<file path="src/rtl/mux_sel_sequencer.sv">
`default_nettype none
// ============================================================================
//  Module   : mux_sel_sequencer
//  Brief    : Turns two raw active-low push buttons into a legal 2-bit mux
//             select code (0, 1, 2). Each key is synchronised, debounced and
//             edge-detected; a three-state FSM steps forward (key_n[0]) or
//             backward (key_n[1]) on each press. Code 2'b11 is never emitted.
//  Options  : define SEL_AUTO_STEP_EN to add an auto-forward timer gated by
//             auto_en (AUTO_PERIOD cycles per step). Without the macro
//             auto_en is ignored and no timer exists.
//  Revision : 1.0 - initial release
// ============================================================================
module mux_sel_sequencer #(
  parameter int DEBOUNCE_CYCLES = 500000,
  parameter int AUTO_PERIOD     = 50000000
) (
  input  logic       clk,
  input  logic       rst_n,
  input  logic [1:0] key_n,
  input  logic       auto_en,
  output logic [1:0] sel,
  output logic       sel_changed
);

  localparam int c_db_w = $clog2(DEBOUNCE_CYCLES + 1);
  localparam logic [c_db_w-1:0] c_db_last = c_db_w'(DEBOUNCE_CYCLES - 1);

  typedef enum logic [1:0] {
    S0 = 2'b00,
    S1 = 2'b01,
    S2 = 2'b10
  } sel_state_t;

  logic [1:0] w_press;      // one-cycle press pulse per key
  logic       w_fwd_req;
  logic       w_bwd_req;

  sel_state_t r_state;
  sel_state_t w_state_nxt;
  logic       r_changed;

  // --------------------------------------------------------------------------
  // Per-key input pipeline: synchroniser, debouncer, falling-edge detector
  // --------------------------------------------------------------------------
  generate
    for (genvar gi = 0; gi < 2; gi++) begin : g_key
      logic              r_sync1;
      logic              r_sync2;
      logic              r_db;
      logic              r_db_d;
      logic [c_db_w-1:0] r_cnt;

      // Two-flop synchroniser; idle level is released (1)
      always_ff @(posedge clk or negedge rst_n) begin
        if (!rst_n) begin
          r_sync1 <= 1'b1;
          r_sync2 <= 1'b1;
        end else begin
          r_sync1 <= key_n[gi];
          r_sync2 <= r_sync1;
        end
      end

      // Accept a new level only after DEBOUNCE_CYCLES consecutive differing cycles
      always_ff @(posedge clk or negedge rst_n) begin
        if (!rst_n) begin
          r_db  <= 1'b1;
          r_cnt <= '0;
        end else if (r_sync2 == r_db) begin
          r_cnt <= '0;
        end else if (r_cnt == c_db_last) begin
          r_db  <= r_sync2;
          r_cnt <= '0;
        end else begin
          r_cnt <= r_cnt + 1'b1;
        end
      end

      // Delayed copy of the debounced level for edge detection
      always_ff @(posedge clk or negedge rst_n) begin
        if (!rst_n) begin
          r_db_d <= 1'b1;
        end else begin
          r_db_d <= r_db;
        end
      end

      // Press is the 1->0 edge of the debounced level; releases are ignored
      assign w_press[gi] = r_db_d & ~r_db;
    end
  endgenerate

  // --------------------------------------------------------------------------
  // Step requests (optional auto-forward timer)
  // --------------------------------------------------------------------------
  assign w_bwd_req = (w_press == 2'b10);

`ifdef SEL_AUTO_STEP_EN
  localparam int c_auto_w = $clog2(AUTO_PERIOD);
  localparam logic [c_auto_w-1:0] c_auto_last = c_auto_w'(AUTO_PERIOD - 1);

  logic [c_auto_w-1:0] r_auto_cnt;
  logic                w_auto_tick;
  logic                w_manual;

  // Any manual press pulse (even both at once) counts as manual activity
  assign w_manual    = |w_press;
  assign w_auto_tick = auto_en && (r_auto_cnt == c_auto_last);

  // Auto timer: restarts on tick, on manual activity, and while disabled
  always_ff @(posedge clk or negedge rst_n) begin
    if (!rst_n) begin
      r_auto_cnt <= '0;
    end else if (!auto_en || w_manual || w_auto_tick) begin
      r_auto_cnt <= '0;
    end else begin
      r_auto_cnt <= r_auto_cnt + 1'b1;
    end
  end

  // Manual activity in the tick cycle swallows the auto step
  assign w_fwd_req = (w_press == 2'b01) | (w_auto_tick & ~w_manual);
`else
  logic w_unused_auto;
  localparam int c_unused_period = AUTO_PERIOD;

  assign w_unused_auto = auto_en;
  assign w_fwd_req     = (w_press == 2'b01);
`endif

  // --------------------------------------------------------------------------
  // Select FSM
  // --------------------------------------------------------------------------

  // Next-state: rotate forward or backward; both-pressed is masked upstream
  always_comb begin
    w_state_nxt = r_state;
    case (r_state)
      S0: begin
        if (w_fwd_req)      w_state_nxt = S1;
        else if (w_bwd_req) w_state_nxt = S2;
      end
      S1: begin
        if (w_fwd_req)      w_state_nxt = S2;
        else if (w_bwd_req) w_state_nxt = S0;
      end
      S2: begin
        if (w_fwd_req)      w_state_nxt = S0;
        else if (w_bwd_req) w_state_nxt = S1;
      end
      default: w_state_nxt = S0;
    endcase
  end

  // State register plus registered change pulse aligned with the new sel
  always_ff @(posedge clk or negedge rst_n) begin
    if (!rst_n) begin
      r_state   <= S0;
      r_changed <= 1'b0;
    end else begin
      r_state   <= w_state_nxt;
      r_changed <= (w_state_nxt != r_state);
    end
  end

  assign sel         = r_state;
  assign sel_changed = r_changed;

endmodule
`default_nettype wire

</file>
<file path="config.mk">
export PLATFORM = sky130hd
export DESIGN_NAME = mux_sel_sequencer
export DESIGN_NICKNAME = d
export VERILOG_FILES = /design/src/rtl/mux_sel_sequencer.sv
export SDC_FILE = /design/constraint.sdc
export NUM_CORES = 1
export LEC_CHECK = 0
export ABC_AREA = 1
export BUFFER_PORTS_ARGS = -buffer_cell sky130_fd_sc_hd__buf_2
export CORE_ASPECT_RATIO = 0.5
export CORE_MARGIN = 2
export CORE_UTILIZATION = 40
export CTS_CLUSTER_SIZE = 28
export DETAILED_ROUTE_END_ITERATION = 16
export PLACE_DENSITY_LB_ADDON = 0.2
export SLEW_MARGIN = 5
export SYNTH_ARGS = -nofsm -noshare
export SYNTH_HDL_FRONTEND = slang
export SYNTH_SLANG_ARGS = --single-unit
export TNS_END_PERCENT = 1
</file>
<file path="constraint.sdc">
create_clock -name clk -period 3.95 [get_ports clk]
set_input_delay 0.395 -clock clk [delete_from_list [all_inputs] [get_ports clk]]
set_output_delay 0.395 -clock clk [all_outputs]
set_load 0.01 [all_outputs]
</file>
==> summary.txt, run 1 <==
CTS
  – Clock-pin slew on the worst setup and hold paths: 70 ps
  – Post-CTS sizing: 0
  – CTS tree: yes
  – Post CTS Setup Buffer Count: 0
  – Sink Count: 49
  – Cts hold-fix bufs: 0
  – CTS buffer count: 5
  – Htree depth: 2
  – Worst skew pair latency: 290 ps
  – Clock tree buffer depth: 2
  – Clock Root Buffer: clkbuf_16

Yosys
  – Synth Instances: 341
  – Mapped Area: 2650 um2
  – Ranking of synthesized cells by area: dfrtp_1 (39%), nand2_1 (11%), nor2_1 (11%)
  – Synth Register Bits: 49
  – Yosys top cell by area: dfrtp_1
  – Syn_area_per_cell: 7.78 um2
  – Syn_nets: 348
  – Seq/Total Area, Yosys: 0.466
  – Distinct cells, synth: 28
  – Synth warnings: 0
  – Share of the synthesized area in the top cell type: 0.387

Critical path
  – Critical Path Sink Type: flip-flop
  – Maximum fanout along the worst path: 7
  – CP Data Required Time: 4130 ps
  – CP Launch Type: flip-flop
  – R2r setup slk: 2340 ps
  – FF-to-FF End: g_key[0].r_cnt[17]
  – Crit path kind: reg -> reg
  – R2r worst-path depth: 8
  – Worst Path Arrival: 1790 ps
  – Reg-to-Reg Start: g_key[0].r_cnt[0]

Timing
  – Fmax: 0.621 GHz
  – Post-route minimum period: 1610 ps
  – Worst setup margin: 2340 ps
  – Max Transition Viols Final: 0
  – Worst slew margin: 0.275
  – Final setup skew: 4.83 ps
  – Fin crit share: 0.408
  – Worst-Margin Slew: 1090 ps
  – Setup TNS: 0 ps
  – Final setup viols: 0
  – Final Hold Viols: 0
  – WHS: 203 ps
  – RSZ-0062 raised after global routing: no

Run status
  – Outcome: finished, final reports clean

Pwr
  – Worst VDD drop: 0.149 mV
  – Pleak: 0.00120 uW
  – Power per Cell Area: 330 nW/um2

Drt
  – Routed Antenna Nets: 0
  – DR vias: 2072
  – Vias per cell: 4.69
  – WL final: 5170 um
  – Initial drt markers: 101
  – DR WL/cell: 11.7 um
  – Drc violations: 0
  – Pre-Repair DR Iteration Count: 4

Layout
  – Ratio of cells with drive above 1 in the final layout: 0.155
  – Footprint of the multi-input gates: 1260 um2
  – Area growth, synth to finish: 10.4%
  – Commonest cells after routing, fill and taps aside: nand2_1 (80), nor2_1 (75), dfrtp_1 (41)
  – Final #Nets: 360
  – Count of non-filler cells in the finished layout: 442
  – FF+latch area: 1240 um2
  – Leading cell type in the layout, fill and taps excluded: nand2_1
  – Fin util: 0.470
  – Number of diodes: 0
  – Filler cells: 613

Placed design
  – Inst Count DP: 434
  – Number of I/O port buffers: 6
  – HPWL after DPL: 3690 um
  – GPL Wtd Cong: 0.838
  – Pre-CTS setup slack: 2340 ps

Die
  – Initial Utilization: 0.426
  – Total core area: 6230 um2
  – Die width: 119 um
  – Die footprint: 7340 um2
  – # rows: 20
  – I/O pin total: 8
  – Die Span Y: 61.6 um

Hold path
  – Hold EP: g_key[1].r_sync1
  – Worst hold stages: 1
  – Hold Crit Class: in -> reg
  – Min-delay src: key_n[1]

GRT
  – Grt total ovfl: 0
  – Pin count of the biggest net entering global routing: 50
  – Vias in the first global route: 2025
  – Antenna violations before repair: 0
  – Total track usage: 0.159
  – First-pass GRT wire length: 9100 um

Flow run
  – Max_cap viols: 0
## cells by family (layout without fill, tap and decap cells)
logic type,count (synthesis),count (layout),share of synthesized area
AOI/OAI and AO/OA,10,10,0.0226
and+or+nand+nor,217,217,0.366
adders and majority gates,2,2,0.00943
DFF,49,49,0.466
xor gates and xnor gates,23,23,0.0787
buffers and inverters,40,53,0.0575
## sequential cells by signal, summed over array words and instances, names as in the netlist
signal	count
g_key.r_sync1	2
g_key.r_db_d	2
g_key.r_db	2
g_key.r_sync2	2
g_key.r_cnt	38
sel	2
sel_changed	1
## report_power, final
group	total [uW]	switching [uW]	internal (uW)
clock	419	183	236
sequential	517	6.42	511
combinational	31.8	24.0	7.83
total	968	214	754
## cell usage after synthesis, drive strengths merged
library cell	number
and2	2
clkbuf	1
nand4	5
dfstp	8
o21bai	1
nor2	91
o211ai	1
o21a	2
nand3	26
nand2	85
o21ai	4
dfrtp	41
ha	2
xnor2	2
nor3	5
nor3b	3
inv	39
xor2	21
a21oi	2
## worst max-delay path by stage
stage	start	endpoint	depth (start not counted)
finish	g_key[0].r_cnt[0]	g_key[0].r_cnt[17]	8
global route	g_key[0].r_cnt[0]	g_key[0].r_cnt[0]	8
CTS	g_key[0].r_cnt[0]	g_key[0].r_cnt[17]	8
detailed placement	g_key[0].r_cnt[0]	g_key[0].r_cnt[17]	8
global placement	g_key[1].r_cnt[0]	g_key[1].r_cnt[13]	8
floorplan	g_key[0].r_cnt[0]	g_key[0].r_cnt[14]	7
## per-layer routing
| metal | GRT usage | part of all wire | vias to the layer above |
|---|---|---|---|
| met4 | 0.0561 | 0.013 | 0 |
| met5 | 0 | 0 | - |
| met3 | 0.0333 | 0.018 | 7 |
| met1 | 0.196 | 0.51 | 976 |
| li1 | - | - | 1075 |
| met2 | 0.287 | 0.46 | 14 |
## final cells by class
| type | count | share of cell area |
|---|---|---|
| multi-input combinational | 252 | 0.432 |
| sequential | 49 | 0.422 |
| inverter | 39 | 0.0508 |
| clock buffer | 7 | 0.0453 |
| tap | 88 | 0.0376 |
| timing repair buffer | 6 | 0.0102 |
| clock inverter | 1 | 0.00256 |
## through the flow
step	power (uW)	area, um2
after floorplan	541	2650
after global placement	557	2790
after detailed placement	559	2790
after CTS	981	2930
after global routing	1010	2930
final	968	2930
## critical path, cell delays in order, from the launching register on
cell,delay [ps]
dfrtp_1,410
ha_1,290
nand2_1,140
nor2_4,140
nand3_2,110
nor2_4,130
nor2_2,90
inv_4,140
nor2_1,60
(Power assumes the default switching activity.)
==> run 2: changes to the inputs <==
==> constraint.sdc (replaced) <==
create_clock -name clk -period 1.47 [get_ports clk]
set_input_delay 0.147 -clock clk [delete_from_list [all_inputs] [get_ports clk]]
set_output_delay 0.147 -clock clk [all_outputs]
set_load 0.01 [all_outputs]
==> run 2 against run 1 <==
Routed wire length is 7.5% higher. Final area is 7.4% higher. Setup slack worse by 2300 ps. Power grew to 2.8 times the previous value. Worst hold slack improved by 140 ps. Die area did not move. Final cell count increased by 4.1%. Clock-buffer cell count down 1. Global-route usage increased by 0.94 points. Critical path type unchanged. Critical endpoint is now g_key[0].r_cnt[14]. Largest power group unchanged. Highest routed layer unchanged.
==> summary.txt, run 2 (synthesis results as in run 1) <==
Run status
  – Outcome: finished, final reports clean

GRT
  – Vias in the first global route: 2045
  – Antenna violations before repair: 0
  – Pin count of the biggest net entering global routing: 23
  – Grt total ovfl: 0
  – GR Util met2: 0.296
  – Met1 Usage GRT: 0.207
  – First-pass GRT wire length: 9430 um
  – GR Layer Usage met3: 0.0361
  – Total track usage: 0.168
  – GR peak layer: met2

Die
  – Die width: 119 um
  – # rows: 20
  – Die footprint: 7340 um2
  – Total core area: 6230 um2
  – Die Span Y: 61.6 um
  – I/O pin total: 8
  – Initial Utilization: 0.426

Placed design
  – HPWL after DPL: 4000 um
  – GPL Wtd Cong: 0.850
  – Number of I/O port buffers: 6
  – Pre-CTS setup slack: -4.41 ps

Critical path
  – Worst Path Arrival: 1590 ps
  – Crit path launch: g_key[0].r_cnt[1]
  – Reg-to-Reg Start: g_key[0].r_cnt[1]
  – R2r setup slk: 60 ps
  – Crit path kind: reg -> reg
  – CP Data Required Time: 1650 ps
  – Critical Path Sink Type: flip-flop
  – CP Launch Type: flip-flop
  – Maximum fanout along the worst path: 4

Layout
  – Number of diodes: 0
  – Filler cells: 579
  – Leading cell type in the layout, fill and taps excluded: nand2_1
  – Commonest cells after routing, fill and taps aside: nand2_1 (75), nor2_1 (73), dfrtp_1 (41)
  – Area growth, synth to finish: 18.6%
  – Ratio of cells with drive above 1 in the final layout: 0.218
  – Footprint of the multi-input gates: 1330 um2
  – Final #Nets: 378
  – FF+latch area: 1240 um2
  – Number of flip-flops under the largest register name: 38
  – Fin util: 0.505
  – Reg with most FFs: g_key.r_cnt

Pwr
  – Combinational power share: 0.049
  – Clock share of power: 0.429
  – Pleak: 0.00132 uW
  – Internal: 2050 uW
  – Switch Pwr: 610 uW
  – Power per Cell Area: 847 nW/um2
  – Worst VDD drop: 0.573 mV
  – Flop pwr share: 0.521
  – Sw Share: 0.229

Timing
  – Final setup skew: 5.05 ps
  – Worst slew margin: 0.682
  – Fin crit share: 0.960
  – Max Transition Viols Final: 0
  – Final Hold Viols: 0
  – RSZ-0062 raised after global routing: yes
  – Worst setup margin: 58.8 ps
  – Post-route minimum period: 1410 ps
  – Fmax: 0.709 GHz
  – Final setup viols: 0
  – Worst-Margin Slew: 478 ps

CTS
  – CTS tree: yes
  – Clock tree buffer depth: 2
  – Clock Root Buffer: clkbuf_16
  – Clock-pin slew on the worst setup and hold paths: 70 ps
  – Sink Count: 49
  – CTS buffer count: 5
  – Htree depth: 2
  – Worst skew pair latency: 300 ps

Drt
  – WL final: 5560 um
  – Initial drt markers: 72
  – DR WL/cell: 12.1 um
  – Drc violations: 0
  – Routed Antenna Nets: 0
  – Pre-Repair DR Iteration Count: 4
  – Vias per cell: 4.75
  – DR vias: 2187

Hold path
  – Hold Crit Class: in -> async

Flow run
  – Max_cap viols: 0
-- run 2: cell types whose count changed in the layout (fill, tap and decap cells not counted), moves of 3 or more --
cell and delta:
nor2_4 +4, nand2_1 -5, nand2_2 +4, buf_4 +14, dlygate4sd3_1 +3
-- run 2: timing repair --
item                                   in CTS  in global routing
endpoints found under the hold margin      16                  0
gates resized for setup                     1                 15
hold buffers                                3                  0
pin swaps                                   0                 11
setup endpoints to repair                   6                 23
gates cloned                                0                  0
buffers inserted                            0                  5
-- run 2: cell type report --
type,instances,area share
multi-input cells,252,0.422
inverters,39,0.0473
clock buffers,6,0.0410
repair buffers,24,0.0588
clock inverters,2,0.00318
well taps,88,0.0350
flip-flops and latches,49,0.393
-- run 2: power by group through the flow --
stage	registers (uW)	clock network, uW	logic (uW)
after floorplan	1410	0	43.5
after global placement	1410	0	113
after detailed placement	1410	0	116
after CTS	1390	1180	123
after global routing	1390	1250	150
final	1390	1140	132
-- run 2: final timing paths --
kind,to,cells after the start
worst min register to register,g_key[1].r_sync2,0
min in group clk,g_key[1].r_sync2,0
max in group asynchronous,g_key[0].r_db,3
worst max register to register,g_key[0].r_cnt[14],7
worst max-delay path,g_key[0].r_cnt[14],7
worst min-delay path,g_key[1].r_cnt[13],2
-- run 2: worst max-delay path, cell delays in order (launching register included) --
cell and delay [ps]:
dfrtp_1 380, ha_2 200, nand2_2 80, nor2_4 160, nand2_1 110, nor2_1 170
xor2_1 160, nor2_1 50
-- run 2: routing by layer --
metal,wire [um],vias to the layer above,share of wire
met4,95,0,0.017
met1,2680,1032,0.48
met3,182,8,0.033
met5,0,-,0
met2,2600,35,0.47
li1,-,1112,-
-- run 2: per-stage QoR --
step                      setup TNS [ps]  power (uW)  hold slack [ps]  instance area, um2  instances
after detailed placement           -4.41        1530              135                2880        444
after global routing              -0.223        2790              365                3150        460
after global placement             -6.30        1520              131                2880        444
final                                  0        2660              339                3150        460
after CTS                              0        2690              353                3050        455
after floorplan                        0        1450             -149                2650        341
==> run 3: changes to the inputs <==
--- a/config.mk
+++ b/config.mk
@@ -7,12 +7,15 @@
 export LEC_CHECK = 0
 export ABC_AREA = 1
 export BUFFER_PORTS_ARGS = -buffer_cell sky130_fd_sc_hd__buf_2
+export CELL_PAD_IN_SITES_DETAIL_PLACEMENT = 0
+export CELL_PAD_IN_SITES_GLOBAL_PLACEMENT = 1
 export CORE_ASPECT_RATIO = 0.5
 export CORE_MARGIN = 2
 export CORE_UTILIZATION = 40
 export CTS_CLUSTER_SIZE = 28
 export DETAILED_ROUTE_END_ITERATION = 16
 export PLACE_DENSITY_LB_ADDON = 0.2
+export SETUP_SLACK_MARGIN = 0.3
 export SLEW_MARGIN = 5
 export SYNTH_ARGS = -nofsm -noshare
 export SYNTH_HDL_FRONTEND = slang
==> run 3 against run 2 <==
Via count fell by 0.69%. Setup slack improved by 77 ps. Non-clock buffer count increased by 7. First-iteration DRC count rose by 99%. Sequential power is essentially flat. Clock power increased by 18%. Worst hold slack lost 11 ps. Final cell count rose by 1.5%. Routed wire length increased by 2.5%. Clock skew is 1.4 ps higher. Core utilization is 2.0 points higher. Die area did not move. Critical path type unchanged. Largest cell class unchanged.
==> summary.txt, run 3 (synthesis results as in run 1) <==
GRT
  – Antenna violations before repair: 0
  – Grt total ovfl: 0
  – Pin count of the biggest net entering global routing: 22
  – Total track usage: 0.169
  – First-pass GRT wire length: 9660 um
  – Vias in the first global route: 2073

Timing
  – Fmax: 0.750 GHz
  – RSZ-0062 raised after global routing: yes
  – Max Transition Viols Final: 0
  – Final setup viols: 0
  – Setup TNS: 0 ps
  – Worst slew margin: 0.720
  – Final Hold Viols: 0
  – Final setup skew: 6.47 ps
  – Fin crit share: 0.908
  – Worst-Margin Slew: 420 ps
  – Post-route minimum period: 1330 ps

CTS
  – Clock tree buffer depth: 2
  – Sink Count: 49
  – Clock-pin slew on the worst setup and hold paths: 60 ps
  – CTS tree: yes
  – Worst skew pair latency: 290 ps
  – Clock Root Buffer: clkbuf_16
  – Htree depth: 2
  – CTS buffer count: 5

Layout
  – Ratio of cells with drive above 1 in the final layout: 0.253
  – Area growth, synth to finish: 23.4%
  – Number of flip-flops under the largest register name: 38
  – Leading cell type in the layout, fill and taps excluded: nand2_1
  – Final #Nets: 385
  – FF+latch area: 1240 um2
  – Filler cells: 597
  – Final instance area: 3270 um2
  – Reg with most FFs: g_key.r_cnt
  – Footprint of the multi-input gates: 1360 um2
  – Number of diodes: 0
  – Commonest cells after routing, fill and taps aside: nand2_1 (75), nor2_1 (69), dfrtp_1 (38)

Die
  – Initial Utilization: 0.426
  – Die Span Y: 61.6 um
  – I/O pin total: 8
  – # rows: 20
  – Die width: 119 um
  – Total core area: 6230 um2
  – Die footprint: 7340 um2

Critical path
  – CP Launch Type: flip-flop
  – Most Frequent Cell on Critical Path: nor2_4
  – Buf+Inv Stages, Crit Path: 1
  – Family with the most delay on the worst path: simple AND/OR/NAND/NOR gates
  – Worst Path Arrival: 1510 ps
  – Critical Path Sink Type: flip-flop
  – Crit path kind: reg -> reg
  – Worst-path cell chain: ha_4, nand2_2, nor2_4, nand3_2, nor2_4, nor2_4, inv_4, nor2_1
  – CP Data Required Time: 1650 ps
  – CP peak stage delay: 390 ps
  – Maximum fanout along the worst path: 7
  – Slowest CP cell: dfrtp_1

Drt
  – Drc violations: 0
  – Initial drt markers: 143
  – Vias per cell: 4.65
  – DR vias: 2172
  – WL final: 5700 um
  – Routed Antenna Nets: 0
  – Pre-Repair DR Iteration Count: 4
  – DR WL/cell: 12.2 um

Pwr
  – Pleak: 0.00135 uW
  – Worst VDD drop: 0.492 mV
  – Power per Cell Area: 876 nW/um2
  – Tot Pwr: 2870 uW

Placed design
  – GPL Wtd Cong: 0.770
  – Area post-placement: 2900 um2
  – HPWL after DPL: 4000 um
  – Number of I/O port buffers: 6

Run status
  – Outcome: finished, final reports clean

Hold path
  – Hold Crit Class: in -> async

Flow run
  – Max_cap viols: 0
run 3: cell types whose count changed in the layout (fill, tap and decap cells not counted), sizes merged:
cell,delta
buf,+7
bufinv,+1
clkbuf,+1
clkinv,-2
run 3: per-stage QoR:
| step | util | instances | hold WS, ps | setup slack, ps |
|---|---|---|---|---|
| 2_1_floorplan | - | 341 | -149 | 174 |
| 3_3_place_gp | 0.465 | 445 | 100 | 46.5 |
| 3_5_place_dp | 0.465 | 445 | 104 | 0.298 |
| 4_1_cts | 0.513 | 460 | 346 | 131 |
| 5_1_grt | 0.526 | 467 | 350 | 35.5 |
| 6_report | 0.526 | 467 | 328 | 136 |
run 3: layer usage:
layer,share of wire,track usage,vias to the layer above
li1,-,-,1120
met1,0.50,0.215,1034
met2,0.47,0.300,11
met3,0.024,0.0417,7
met4,0.0072,0.0408,0
met5,0,0,-
run 3: final timing paths:
kind	from	end	slack [ps]	cells past startpoint
worst max-delay path	g_key[0].r_cnt[1]	g_key[0].r_cnt[5]	140	8
worst min-delay path	rst_n	g_key[0].r_cnt[6]	330	2
worst max register to register	g_key[0].r_cnt[1]	g_key[0].r_cnt[5]	140	8
worst min register to register	g_key[1].r_sync1	g_key[1].r_sync2	360	0
max in group asynchronous	rst_n	g_key[0].r_cnt[10]	590	3
min in group clk	g_key[1].r_sync1	g_key[1].r_sync2	360	0
run 3: final cells by class:
| class | instances | area share |
|---|---|---|
| Inverter | 39 | 0.0462 |
| Clock buffer | 7 | 0.0436 |
| Clock inverter | 1 | 0.00917 |
| Tap cell | 88 | 0.0336 |
| Sequential cell | 49 | 0.379 |
| Timing Repair Buffer | 31 | 0.0726 |
| Multi-Input combinational cell | 252 | 0.416 |
run 3: where the power goes:
part	switching, uW	leakage, uW	internal (uW)	total [uW]
registers	17.6	0.000646	1370	1390
clock network	487	0.0000841	850	1340
logic	80.2	0.000622	60.5	141
total	585	0.00135	2280	2870
run 3: timing repair:
action	CTS	global route
setup endpoints to repair	38	42
hold endpoints to repair	8	0
pin swaps	6	10
gates resized for setup	16	10
hold buffers	3	0
setup buffers	4	7
run 3: worst reg2reg max path, cell delays in order (launching register included):
cell,delay (ps)
dfrtp_1,390
ha_4,150
nand2_2,60
nor2_4,130
nand3_2,100
nor2_4,160
nor2_4,70
inv_4,110
nor2_1,50
